--- config.mk ---
export PLATFORM = sky130hd
export DESIGN_NAME = muldiv_unit
export DESIGN_NICKNAME = d
export VERILOG_FILES = /design/src/rtl/muldiv_pkg.sv /design/src/rtl/div_iter.sv /design/src/rtl/muldiv_unit.sv
export SDC_FILE = /design/constraint.sdc
export NUM_CORES = 2
export LEC_CHECK = 0
export BUFFER_PORTS_ARGS = -buffer_cell sky130_fd_sc_hd__buf_2
export CAP_MARGIN = 30
export CORE_MARGIN = 2
export CORE_UTILIZATION = 47
export CTS_CLUSTER_DIAMETER = 30
export DETAILED_ROUTE_END_ITERATION = 16
export PLACE_DENSITY = 0.73
export SLEW_MARGIN = 0
export SYNTH_ARGS = -nofsm -noshare
export SYNTH_HDL_FRONTEND = slang
export SYNTH_SLANG_ARGS = --single-unit
--- constraint.sdc ---
create_clock -name ACLK -period 13.7 [get_ports ACLK]
set_input_delay 0.685 -clock ACLK [delete_from_list [all_inputs] [get_ports ACLK]]
set_output_delay 0.685 -clock ACLK [all_outputs]
set_load 0.1 [all_outputs]
--- src/rtl/muldiv_pkg.sv ---
// Shared types and op-class helpers for the RV32M/RV64M multiply/divide unit.
package muldiv_pkg;

    typedef enum logic [2:0] {
        OP_MUL    = 3'd0,
        OP_MULH   = 3'd1,
        OP_MULHSU = 3'd2,
        OP_MULHU  = 3'd3,
        OP_DIV    = 3'd4,
        OP_DIVU   = 3'd5,
        OP_REM    = 3'd6,
        OP_REMU   = 3'd7
    } muldiv_op_t;

    typedef enum logic [1:0] {
        ST_IDLE,
        ST_MUL,
        ST_DIV,
        ST_DONE
    } muldiv_state_t;

    function automatic logic is_div(input muldiv_op_t op);
        return op inside {OP_DIV, OP_DIVU, OP_REM, OP_REMU};
    endfunction

    function automatic logic is_rem(input muldiv_op_t op);
        return op inside {OP_REM, OP_REMU};
    endfunction

    function automatic logic is_signed(input muldiv_op_t op);
        return op inside {OP_DIV, OP_REM};
    endfunction

    function automatic logic mul_a_signed(input muldiv_op_t op);
        return op inside {OP_MULH, OP_MULHSU};
    endfunction

    function automatic logic mul_b_signed(input muldiv_op_t op);
        return op == OP_MULH;
    endfunction

endpackage

--- src/rtl/div_iter.sv ---
// Iterative restoring radix-2 divider on unsigned magnitudes.
// The first quotient bit is resolved in the start cycle; done pulses after XLEN bits.
module div_iter #(
    parameter int XLEN = 32
) (
    input  logic            clk,
    input  logic            rst,
    input  logic            start,
    input  logic [XLEN-1:0] a_mag,
    input  logic [XLEN-1:0] b_mag,
    output logic            done,
    output logic [XLEN-1:0] q,
    output logic [XLEN-1:0] r
);

    localparam int CW = $clog2(XLEN);

    logic [XLEN-1:0] d;
    logic [CW-1:0]   cnt;
    logic            run;

    logic [XLEN-1:0] r_src;
    logic [XLEN-1:0] q_src;
    logic [XLEN-1:0] d_src;
    logic [XLEN:0]   shifted;
    logic [XLEN:0]   diff;

    assign r_src   = start ? '0 : r;
    assign q_src   = start ? a_mag : q;
    assign d_src   = start ? b_mag : d;
    assign shifted = {r_src, q_src[XLEN-1]};
    assign diff    = shifted - {1'b0, d_src};

    always_ff @(posedge clk) begin
        if (rst) begin
            run  <= 1'b0;
            done <= 1'b0;
            cnt  <= '0;
            q    <= '0;
            r    <= '0;
            d    <= '0;
        end else begin
            done <= 1'b0;
            if (start || run) begin
                r <= diff[XLEN] ? shifted[XLEN-1:0] : diff[XLEN-1:0];
                q <= {q_src[XLEN-2:0], ~diff[XLEN]};
                d <= d_src;
            end
            if (start) begin
                cnt <= CW'(1);
                run <= 1'b1;
            end else if (run) begin
                cnt <= cnt + CW'(1);
                if (cnt == CW'(XLEN - 1)) begin
                    run  <= 1'b0;
                    done <= 1'b1;
                end
            end
        end
    end

endmodule

--- src/rtl/muldiv_unit.sv ---
// RV32M/RV64M multiply/divide unit: valid/ready in, valid/ready out, one op in flight.
// Define MULDIV_EARLY_OUT_EN to short-circuit divides whose |a| < |b|.
module muldiv_unit #(
    parameter int XLEN       = 32,
    parameter int MUL_STAGES = 2,
    parameter int TAG_W      = 5
) (
    input  logic             ACLK,
    input  logic             RESET,
    input  logic             in_valid,
    output logic             in_ready,
    input  logic [2:0]       in_op,
    input  logic [XLEN-1:0]  in_a,
    input  logic [XLEN-1:0]  in_b,
    input  logic [TAG_W-1:0] in_tag,
    output logic             out_valid,
    input  logic             out_ready,
    output logic [XLEN-1:0]  out_result,
    output logic [TAG_W-1:0] out_tag,
    output logic             busy
);

    import muldiv_pkg::*;

    localparam int PW = 2 * XLEN + 2;
    localparam logic [XLEN-1:0] INT_MIN = {1'b1, {(XLEN-1){1'b0}}};

    muldiv_state_t state;
    muldiv_op_t    op_in;
    muldiv_op_t    op_q;
    muldiv_op_t    mul_op;
    logic          neg_q;
    logic          neg_r;
    logic [1:0]    mul_cnt;

    assign op_in = muldiv_op_t'(in_op);

    // Multiplier: product of the incoming operands, retimed by MUL_STAGES-1 regs.
    logic signed [XLEN:0] sa;
    logic signed [XLEN:0] sb;
    logic signed [PW-1:0] prod_in;
    logic [PW-1:0]        tap;
    logic [XLEN-1:0]      mul_res;
    logic                 unused_tap;

    assign sa      = {mul_a_signed(op_in) & in_a[XLEN-1], in_a};
    assign sb      = {mul_b_signed(op_in) & in_b[XLEN-1], in_b};
    assign prod_in = PW'(sa) * PW'(sb);

    if (MUL_STAGES == 1) begin : g_mul1
        assign tap = prod_in;
    end else begin : g_mulp
        logic [PW-1:0] pipe [MUL_STAGES-1];
        always_ff @(posedge ACLK) begin
            pipe[0] <= prod_in;
            for (int i = 1; i < MUL_STAGES - 1; i++) begin
                pipe[i] <= pipe[i-1];
            end
        end
        assign tap = pipe[MUL_STAGES-2];
    end

    assign mul_op     = (MUL_STAGES == 1) ? op_in : op_q;
    assign mul_res    = (mul_op == OP_MUL) ? tap[XLEN-1:0]
                                           : tap[2*XLEN-1:XLEN];
    assign unused_tap = ^tap[PW-1:2*XLEN];

    // Divide operand conditioning and fast paths.
    logic            a_neg_in;
    logic            b_neg_in;
    logic [XLEN-1:0] a_mag_in;
    logic [XLEN-1:0] b_mag_in;
    logic            div_zero;
    logic            div_ovf;
    logic            early;
    logic            fast;
    logic [XLEN-1:0] fast_res;
    logic            div_start;

    assign a_neg_in = is_signed(op_in) & in_a[XLEN-1];
    assign b_neg_in = is_signed(op_in) & in_b[XLEN-1];
    assign a_mag_in = a_neg_in ? -in_a : in_a;
    assign b_mag_in = b_neg_in ? -in_b : in_b;
    assign div_zero = (in_b == '0);
    assign div_ovf  = is_signed(op_in) && (in_a == INT_MIN) && (&in_b);

`ifdef MULDIV_EARLY_OUT_EN
    assign early = (a_mag_in < b_mag_in);
`else
    assign early = 1'b0;
`endif

    assign fast = div_zero | div_ovf | early;

    always_comb begin
        fast_res = '0;
        if (div_zero) begin
            fast_res = is_rem(op_in) ? in_a : '1;
        end else if (div_ovf) begin
            fast_res = is_rem(op_in) ? '0 : in_a;
        end else if (early) begin
            fast_res = is_rem(op_in) ? in_a : '0;
        end
    end

    assign div_start = in_valid && in_ready && is_div(op_in) && !fast;

    logic            div_done;
    logic [XLEN-1:0] div_q;
    logic [XLEN-1:0] div_r;
    logic [XLEN-1:0] div_res;

    div_iter #(
        .XLEN (XLEN)
    ) u_div_iter (
        .clk   (ACLK),
        .rst   (RESET),
        .start (div_start),
        .a_mag (a_mag_in),
        .b_mag (b_mag_in),
        .done  (div_done),
        .q     (div_q),
        .r     (div_r)
    );

    // Quotient negated on sign mismatch; remainder follows the dividend.
    assign div_res = is_rem(op_q) ? (neg_r ? -div_r : div_r)
                                  : (neg_q ? -div_q : div_q);

    always_ff @(posedge ACLK) begin
        if (RESET) begin
            state      <= ST_IDLE;
            in_ready   <= 1'b1;
            busy       <= 1'b0;
            out_valid  <= 1'b0;
            out_result <= '0;
            out_tag    <= '0;
            op_q       <= OP_MUL;
            neg_q      <= 1'b0;
            neg_r      <= 1'b0;
            mul_cnt    <= '0;
        end else begin
            unique case (state)
                ST_IDLE: begin
                    if (in_valid) begin
                        op_q     <= op_in;
                        out_tag  <= in_tag;
                        neg_q    <= a_neg_in ^ b_neg_in;
                        neg_r    <= a_neg_in;
                        mul_cnt  <= '0;
                        in_ready <= 1'b0;
                        busy     <= 1'b1;
                        if (!is_div(op_in)) begin
                            if (MUL_STAGES == 1) begin
                                state      <= ST_DONE;
                                out_valid  <= 1'b1;
                                out_result <= mul_res;
                            end else begin
                                state <= ST_MUL;
                            end
                        end else if (fast) begin
                            state      <= ST_DONE;
                            out_valid  <= 1'b1;
                            out_result <= fast_res;
                        end else begin
                            state <= ST_DIV;
                        end
                    end
                end
                ST_MUL: begin
                    if (mul_cnt == 2'(MUL_STAGES - 2)) begin
                        state      <= ST_DONE;
                        out_valid  <= 1'b1;
                        out_result <= mul_res;
                    end else begin
                        mul_cnt <= mul_cnt + 2'd1;
                    end
                end
                ST_DIV: begin
                    if (div_done) begin
                        state      <= ST_DONE;
                        out_valid  <= 1'b1;
                        out_result <= div_res;
                    end
                end
                ST_DONE: begin
                    if (out_ready) begin
                        state     <= ST_IDLE;
                        out_valid <= 1'b0;
                        in_ready  <= 1'b1;
                        busy      <= 1'b0;
                    end
                end
                default: state <= ST_IDLE;
            endcase
        end
    end

endmodule
==> flow_summary.ini <==
[routing]
dr.pass1.iters = 9
wl_um = 151000
drtIter0Drc = 3909
drt-vias-per-instance = 5.63
ant_nets = 0
drc = 0
via_count = 40700
wire_per_inst_um = 21.0

[sta]
tightest_slew_ps = 1120
finalMaxSlewViolations = 0
rsz0062_at_grt = no
tns_ps = 0
setup_viol = 0
fmax_mhz = 106
hold_viol_final = 0
slew_headroom_pct = 24.7
period_share_pct = 69.1
period_needed_ps = 9470
fin_skew_ps = 15.2

[grt]
antenna_found_initial = 13
grt_max_degree = 99
grt_usage_pct = 28.0
grt_pass1_wl_um = 244000
overflow = 0
first_global_vias = 43400

[setup_path]
crit_arrival_ps = 9890
cp_slowest_stage_delay_ps = 800
slowest_stage = fa_1
worstPathRequired_ps = 14120
worstSetupEndpointType = flop
critPathKind = in2reg
crit_path_start_kind = input port
crit_path_max_fanout = 39
crit_top_cell = fa_1

[floorplanning]
pin_count = 116
fp-row-count = 120
core_area_mm2 = 0.107
start_util_pct = 47.5
die-area_mm2 = 0.111
die_w_um = 334
die_h_um = 334

[synth]
syn_area_mm2 = 0.0510
netlist.area_leader.share_pct = 44.2
synthDistinctLibCells = 89
yosys_warnings = 0
synthTopCellsByArea = fa_1 (44%), inv_1 (8.8%), dfxtp_1 (8.5%)
synth_top_cell_by_area = fa_1
synth_flop_cell = dfxtp_1
synth.net_count = 7359
synth_edf_count = 0
postSynthAreaPerCell_um2 = 8.65
synthCells = 5900
synthArstFlopShare_pct = 0
synth_common_cells = inv_1 (1201), fa_1 (1126), nand2_1 (935), and2_1 (319), nor2_1 (280)
synth-seq-cells = 216
yosysSeqAreaShare_pct = 8.47
synth_most_common_cell = inv_1

[clock_network]
post_cts_buffers = 0
clk-insertion-delay-late_ps = 560
cts-root-buf = clkbuf_16
cts_sinks = 216
cts_buffer_depth = 3
tritoncts = yes
cts_resized = 0
cts_hold_buf = 0
path_clk_slew_ps = 50
h-tree-depth = 2
cts_buffers = 47

[placement]
gp_congestion = 1.00
dp_hpwl_um = 112000
portBuffers = 115

[final_layout]
area_delta_synth_final_pct = 6.48
drive_gt1_share_pct = 5.81
finalNetCount = 7234
fillers = 9768

[outcome]
status = finished, final reports clean

[worst_hold_path]
worstHoldPathType = in2reg

[flow_run]
maxCapViolCount = 0
## flip-flops by register name, indices dropped and copies added, names as in the netlist, 2 cells and up
signal	cells
mul_cnt	2
g_mulp.pipe	64
u_div_iter.q	32
u_div_iter.r	32
state	2
out_tag	5
u_div_iter.d	32
out_result	32
mul_op	3
u_div_iter.cnt	5
## per-layer routing
layer | vias to the layer above | wire [um] | GRT usage (%)
met5 | - | 39 | 0
met4 | 6 | 7400 | 12.0
met3 | 448 | 15100 | 5.76
met2 | 2013 | 70200 | 45.4
met1 | 20700 | 58500 | 36.4
li1 | 17500 | - | -
## placed cells by master (no fill, tap or decap), types with 49 or more instances in the layout
cell type,synthesis,layout
clkbuf_16,0,49
buf_4,3,77
mux2i_1,64,64
xnor2_1,135,135
inv_1,1201,1201
xor2_1,83,83
ha_1,257,257
a211oi_1,58,58
and2_1,319,319
a21oi_1,242,242
buf_2,20,114
fa_1,1126,1126
o21ai_0,127,127
nor2_1,280,280
nand2_1,935,935
dfxtp_1,216,215
## kinds of logic (layout without fill, tap and decap cells)
logic type	Yosys count	in the layout	share of synthesized area (%)
AND/OR/NAND/NOR	1771	1771	15.9
buffers and inverters	1575	1488	11.7
adder cells (fa/ha/maj)	1383	1383	50.5
AO/OA/AOI/OAI	663	663	8.28
XOR/XNOR	220	220	3.81
flip-flops	216	216	8.47
multiplexers	72	72	1.43
other	0	4	0
## through the flow
step	instance area [um2]	setup WS [ps]	std cells	utilization [%]	hold slack [ps]
finish	54300	4230	7220	50.6	371
global route	54300	3740	7217	50.6	383
CTS	54200	4270	7209	50.5	363
detailed placement	52500	3730	7122	48.9	442
global placement	52500	3870	7120	48.9	440
floorplan	51000	5140	5900	-	436
## cell type report
cell class	count	area [um2]	share of cell area, %
well taps	1403	1760	3.23
multi-input cells	4109	40800	75.0
clock buffers	53	1280	2.36
repair buffers	200	1340	2.47
inverters	1201	4510	8.30
diodes	4	10.0	0.0184
flip-flops and latches	216	4330	7.96
clock inverters	34	349	0.642
## final timing paths
check	startpoint	cells after the start	slack, ps	to
max	in_a[31]	29	4230	g_mulp.pipe[0][63]
min reg2reg	out_result[18]	1	450	out_result[18]
max reg2reg	in_ready	18	8130	u_div_iter.r[17]
min	in_tag[3]	3	370	out_tag[3]
## worst max-delay path: cells and delay by family
family / cells / cell delay [ps]
compound gates: 8 / 1280
xor+xnor: 1 / 90
fa+ha+maj: 9 / 5070
buf+inv: 8 / 1830
simple gates: 3 / 880
Power is not shown: default switching activity piles up to over one toggle a cycle in this logic, so the estimate is an artifact.
